--- src/rtl/cpu_defs.sv ---
// Shared CPU pipeline definitions: stall FSM encoding and default divider latency.
package cpu_defs;

    typedef enum logic {
        RUN      = 1'b0,
        DIV_WAIT = 1'b1
    } stall_state_t;

    localparam int DIV_CYCLES_DEFAULT = 32;

endpackage

--- src/rtl/sat_counter.sv ---
// Saturating up-counter with synchronous clear; clear takes precedence over increment.
module sat_counter #(
    parameter int WIDTH = 32
) (
    input  logic             clk,
    input  logic             rst,
    input  logic             clr,
    input  logic             inc,
    output logic [WIDTH-1:0] count
);

    logic [WIDTH-1:0] count_reg;

    always_ff @(posedge clk or negedge rst) begin
        if (!rst) begin
            count_reg <= '0;
        end else if (clr) begin
            count_reg <= '0;
        end else if (inc && (count_reg != '1)) begin
            count_reg <= count_reg + 1'b1;
        end
    end

    assign count = count_reg;

endmodule

--- src/rtl/stall_ctrl.sv ---
// Pipeline stall/flush controller: divide occupancy, load-use interlock and branch flush,
// plus a saturating count of cycles in which the PC was held.
module stall_ctrl
    import cpu_defs::*;
#(
    parameter int DIV_CYCLES = DIV_CYCLES_DEFAULT
) (
    input  logic        clk,
    input  logic        rst,
    input  logic [4:0]  id_rs,
    input  logic [4:0]  id_rt,
    input  logic [4:0]  ex_rt,
    input  logic        ex_memread,
    input  logic        ex_div_start,
    input  logic        branch_taken,
    input  logic        clr_stats,
    output logic        pc_en,
    output logic        ifid_en,
    output logic        idex_en,
    output logic        ifid_clr,
    output logic        idex_clr,
    output logic        exmem_clr,
    output logic        div_busy,
    output logic        div_last,
    output logic [31:0] stall_cycles
);

    localparam int CW = $clog2(DIV_CYCLES) + 1;
    // The start cycle and the final cycle are not counted down, hence the -2.
    localparam logic [CW-1:0] DIV_LOAD = (DIV_CYCLES > 1) ? CW'(DIV_CYCLES - 2) : '0;

    stall_state_t    state_reg, state_next;
    logic [CW-1:0]   count_reg, count_next;
    logic            load_use;

    logic pc_en_dec, ifid_en_dec, idex_en_dec;
    logic ifid_clr_dec, idex_clr_dec, exmem_clr_dec;
    logic div_busy_dec, div_last_dec;

    assign load_use = ex_memread && (ex_rt != 5'd0) && ((ex_rt == id_rs) || (ex_rt == id_rt));

    always_comb begin
        pc_en_dec     = 1'b1;
        ifid_en_dec   = 1'b1;
        idex_en_dec   = 1'b1;
        ifid_clr_dec  = 1'b0;
        idex_clr_dec  = 1'b0;
        exmem_clr_dec = 1'b0;
        div_busy_dec  = 1'b0;
        div_last_dec  = 1'b0;
        state_next    = state_reg;
        count_next    = count_reg;

        case (state_reg)
            RUN: begin
                if (ex_div_start) begin
                    if (DIV_CYCLES > 1) begin
                        pc_en_dec     = 1'b0;
                        ifid_en_dec   = 1'b0;
                        idex_en_dec   = 1'b0;
                        exmem_clr_dec = 1'b1;
                        div_busy_dec  = 1'b1;
                        state_next    = DIV_WAIT;
                        count_next    = DIV_LOAD;
                    end else begin
                        div_last_dec  = 1'b1;
                    end
                end else if (load_use) begin
                    pc_en_dec    = 1'b0;
                    ifid_en_dec  = 1'b0;
                    idex_clr_dec = 1'b1;
                end else if (branch_taken) begin
                    ifid_clr_dec = 1'b1;
                end
            end
            DIV_WAIT: begin
                // Hazard inputs are ignored here; ID/EX is held so they re-present in RUN.
                div_busy_dec = 1'b1;
                if (count_reg != '0) begin
                    pc_en_dec     = 1'b0;
                    ifid_en_dec   = 1'b0;
                    idex_en_dec   = 1'b0;
                    exmem_clr_dec = 1'b1;
                    count_next    = count_reg - 1'b1;
                end else begin
                    div_last_dec  = 1'b1;
                    state_next    = RUN;
                end
            end
            default: begin
                state_next = RUN;
                count_next = '0;
            end
        endcase
    end

    always_ff @(posedge clk or negedge rst) begin
        if (!rst) begin
            state_reg <= RUN;
            count_reg <= '0;
        end else begin
            state_reg <= state_next;
            count_reg <= count_next;
        end
    end

    // Outputs fall back to the idle RUN values while reset is held.
    assign pc_en     = rst ? pc_en_dec     : 1'b1;
    assign ifid_en   = rst ? ifid_en_dec   : 1'b1;
    assign idex_en   = rst ? idex_en_dec   : 1'b1;
    assign ifid_clr  = rst & ifid_clr_dec;
    assign idex_clr  = rst & idex_clr_dec;
    assign exmem_clr = rst & exmem_clr_dec;
    assign div_busy  = rst & div_busy_dec;
    assign div_last  = rst & div_last_dec;

    sat_counter #(
        .WIDTH (32)
    ) u_stall_cnt (
        .clk   (clk),
        .rst   (rst),
        .clr   (clr_stats),
        .inc   (~pc_en_dec),
        .count (stall_cycles)
    );

endmodule

--- config.mk ---
export PLATFORM = sky130hd
export DESIGN_NAME = stall_ctrl
export DESIGN_NICKNAME = d
export VERILOG_FILES = /design/src/rtl/cpu_defs.sv /design/src/rtl/sat_counter.sv /design/src/rtl/stall_ctrl.sv
export SDC_FILE = /design/constraint.sdc
export NUM_CORES = 1
export LEC_CHECK = 0
export CAP_MARGIN = 20
export CORE_MARGIN = 2
export CORE_UTILIZATION = 49
export CTS_CLUSTER_SIZE = 16
export DETAILED_ROUTE_END_ITERATION = 6
export PLACE_DENSITY = 0.81
export SLEW_MARGIN = 20
export SYNTH_ARGS = -nofsm -noshare
export SYNTH_HDL_FRONTEND = slang
export SYNTH_SLANG_ARGS = --single-unit
--- constraint.sdc ---
create_clock -name clk -period 2.4 [get_ports clk]
set_input_delay 0.6 -clock clk [delete_from_list [all_inputs] [get_ports clk]]
set_output_delay 0.6 -clock clk [all_outputs]
set_load 0.01 [all_outputs]
==> results.sh <==
export IMPL_cts_sinks=39
export IMPL_fin_area_sq_mm=0.00335
export IMPL_syn_area_sq_mm=0.00230
export IMPL_yosysTopAreaCell="dfrtp_1"
export IMPL_areaGrowthSynthToFinish_pct=46.0
export IMPL_drv_cap=0
export IMPL_grt_start_max_net_pins=27
export IMPL_wl_um=5830
export IMPL_power_density_mw_per_mm2=536
export IMPL_synth_top_flop_cell="dfrtp_1"
export IMPL_routed_via_density=5.67
export IMPL_reg2reg_depth=10
export IMPL_start_kind="input port"
export IMPL_rsz0062_at_grt="yes"
export IMPL_violations="setup timing"
export IMPL_die_h_um=72.5
export IMPL_synth_area_top_cells="dfrtp_1, xnor2_1, a21oi_1"
export IMPL_cp_max_fo=2
export IMPL_path_clk_slew_ns=0.08
export IMPL_final_antenna_net_count=0
export IMPL_synth_most_common_cell="dfrtp_1"
export IMPL_crit_end="ifid_clr"
export IMPL_yosys_warnings=0
export IMPL_largest_register_ffs=32
export IMPL_dpl_cell_area_sq_mm=0.00313
export IMPL_yosysUniqueCellTypes=39
export IMPL_async_reset_ff_frac=1.00
export IMPL_period_minus_slack_ns=2.44
export IMPL_syn_area_per_cell_sq_um=9.15
export IMPL_hold_violations=0
export IMPL_worst_pin_slew_ns=0.571
export IMPL_nets=369
export IMPL_cp_arrival_ns=1.84
export IMPL_wl_per_cell_um=14.6
export IMPL_syn_instance_count=251
export IMPL_fin_ws_ns=-0.0396
export IMPL_numCtsBuffers=5
export IMPL_reg2reg_to="u_stall_cnt.count[3]"
export IMPL_clk_path_buf_depth=2
export IMPL_ys_ff_latch=39
export IMPL_skew_ns=0.00559
export IMPL_dp_hpwl_um=3960
export IMPL_final_cells=398
export IMPL_htreeDepth=2
export IMPL_core_area_sq_mm=0.00444
export IMPL_netlist_area_leader_share=0.425
export IMPL_die_x_um=72.5
export IMPL_worstHoldPathType="input port to async pin"
export IMPL_grt_pass1_wl_um=9520
export IMPL_firstDrtPassIters=4
export IMPL_drv_slew=0
export IMPL_dr_first_iter_drc_count=88
export IMPL_hold_buffers=0
export IMPL_p_total_mw=1.80
export IMPL_diodes=0
export IMPL_nFillCells=324
export IMPL_ir_worst_vdd_mv=0.407
export IMPL_setup_viol=1
export IMPL_io_buffers=60
export IMPL_seq_area_frac_synth=0.425
export IMPL_cts_root_buffer="clkbuf_8"
export IMPL_rows=24
export IMPL_start_util=0.517
export IMPL_grt_antenna_before_repair=0
export IMPL_clk_latency_ns=0.29
export IMPL_vias=2258
export IMPL_setup_tns_ns=-0.0396
export IMPL_grtUsageTotal=0.228
export IMPL_r2r_start="count_reg[0]"
export IMPL_finalCritPeriodShare=1.02
export IMPL_synth_edf_count=0
export IMPL_synth_nets=275
export IMPL_status="finished, violations left"
export IMPL_crit_start="ex_rt[4]"
export IMPL_r2r_setup_slack_ns=0.18
export IMPL_p_leak_nw=1.40
export IMPL_synthTopCellsByCount="dfrtp_1, nand2_1, nor2_1, a21oi_1"
export IMPL_worst_setup_path_end_kind="output port"
export IMPL_critPathKind="input port to output port"
export IMPL_drcViolationCount=0
export IMPL_dieArea_sq_mm=0.00525
export IMPL_fmax_mhz=410
export IMPL_globalplace_congestion=0.797
export IMPL_overflow=0
export IMPL_io_pins=61
export IMPL_tritoncts="yes"
export IMPL_dp_cells=385
export IMPL_maxSlewHeadroom=0.618
export IMPL_critPathRequiredTime_ns=1.80
export IMPL_final_util=0.754
export IMPL_drive_above_1_share=0.220
export IMPL_grt_pass1_vias=2187
==> what timing repair did <==
action                     4_1_cts  5_1_grt
setup endpoints to repair       34       24
buffers inserted                 3        2
gates resized for setup         60       15
pin swaps                       23       14
==> cells in the final DEF, fill, tap and decap left out, types with 10 or more instances in the layout <==
| cell | synthesis | final |
|---|---|---|
| nand2_1 | 23 | 22 |
| a21oi_1 | 20 | 20 |
| nand3_1 | 14 | 12 |
| clkdlybuf4s50_1 | 0 | 35 |
| or3_1 | 14 | 14 |
| nand4_1 | 10 | 10 |
| dfrtp_1 | 39 | 39 |
| dlygate4sd2_1 | 0 | 12 |
| buf_4 | 2 | 29 |
| nor2_1 | 21 | 20 |
==> critical path, cell delays in order <==
cell and delay, ns:
buf_6 0.09, or4_4 0.53, o21ai_2 0.15, nand2b_4 0.15, and4_1 0.18, buf_2 0.13
==> cell type report <==
| cell class | count | area [sq um] | share of cell area |
|---|---|---|---|
| clock buffers | 7 | 76.3 | 0.0228 |
| clock inverters | 1 | 5.00 | 0.00149 |
| inverters | 6 | 22.5 | 0.00672 |
| multi-input cells | 199 | 1360 | 0.405 |
| flip-flops and latches | 39 | 976 | 0.291 |
| well taps | 52 | 65.1 | 0.0194 |
| repair buffers | 94 | 848 | 0.253 |
==> cells by family after synthesis <==
family | count (synthesis) | synth area share
fa+ha+maj | 3 | 0.0164
buf+inv | 13 | 0.0278
simple gates | 124 | 0.303
compound gates | 46 | 0.124
mux | 5 | 0.0240
xor+xnor | 21 | 0.0801
flops | 39 | 0.425
==> power breakdown <==
part	leakage, nW	switching, mW	internal (mW)
logic	0.831	0.281	0.290
registers	0.524	0.0645	0.731
clock network	0.0422	0.226	0.204
total	1.40	0.572	1.22
==> metal layers <==
| layer | vias up | wire (um) | GRT usage |
|---|---|---|---|
| li1 | 1102 | - | - |
| met1 | 1085 | 2550 | 0.280 |
| met2 | 66 | 2830 | 0.389 |
| met3 | 5 | 393 | 0.0583 |
| met4 | 0 | 55 | 0.0782 |
| met5 | - | 0 | 0 |
==> metrics by stage <==
stage                     setup slack, ns  hold WS (ns)
final                             -0.0396         0.337
after detailed placement           -0.775         0.544
after floorplan                    0.0314         0.304
after global routing              -0.0519         0.371
after global placement             -0.764         0.525
after CTS                         -0.0251         0.334
==> how the worst min path moves through the flow <==
stage | slack, ns | cells past startpoint | startpoint | end
2_1_floorplan | 0.30 | 0 | rst | count_reg[0]
3_5_place_dp | 0.54 | 2 | count_reg[3] | count_reg[3]
4_1_cts | 0.33 | 2 | rst | u_stall_cnt.count[24]
3_3_place_gp | 0.53 | 2 | count_reg[3] | count_reg[3]
5_1_grt | 0.37 | 2 | rst | u_stall_cnt.count[24]
6_report | 0.34 | 2 | rst | u_stall_cnt.count[25]
(Power assumes the default switching activity.)
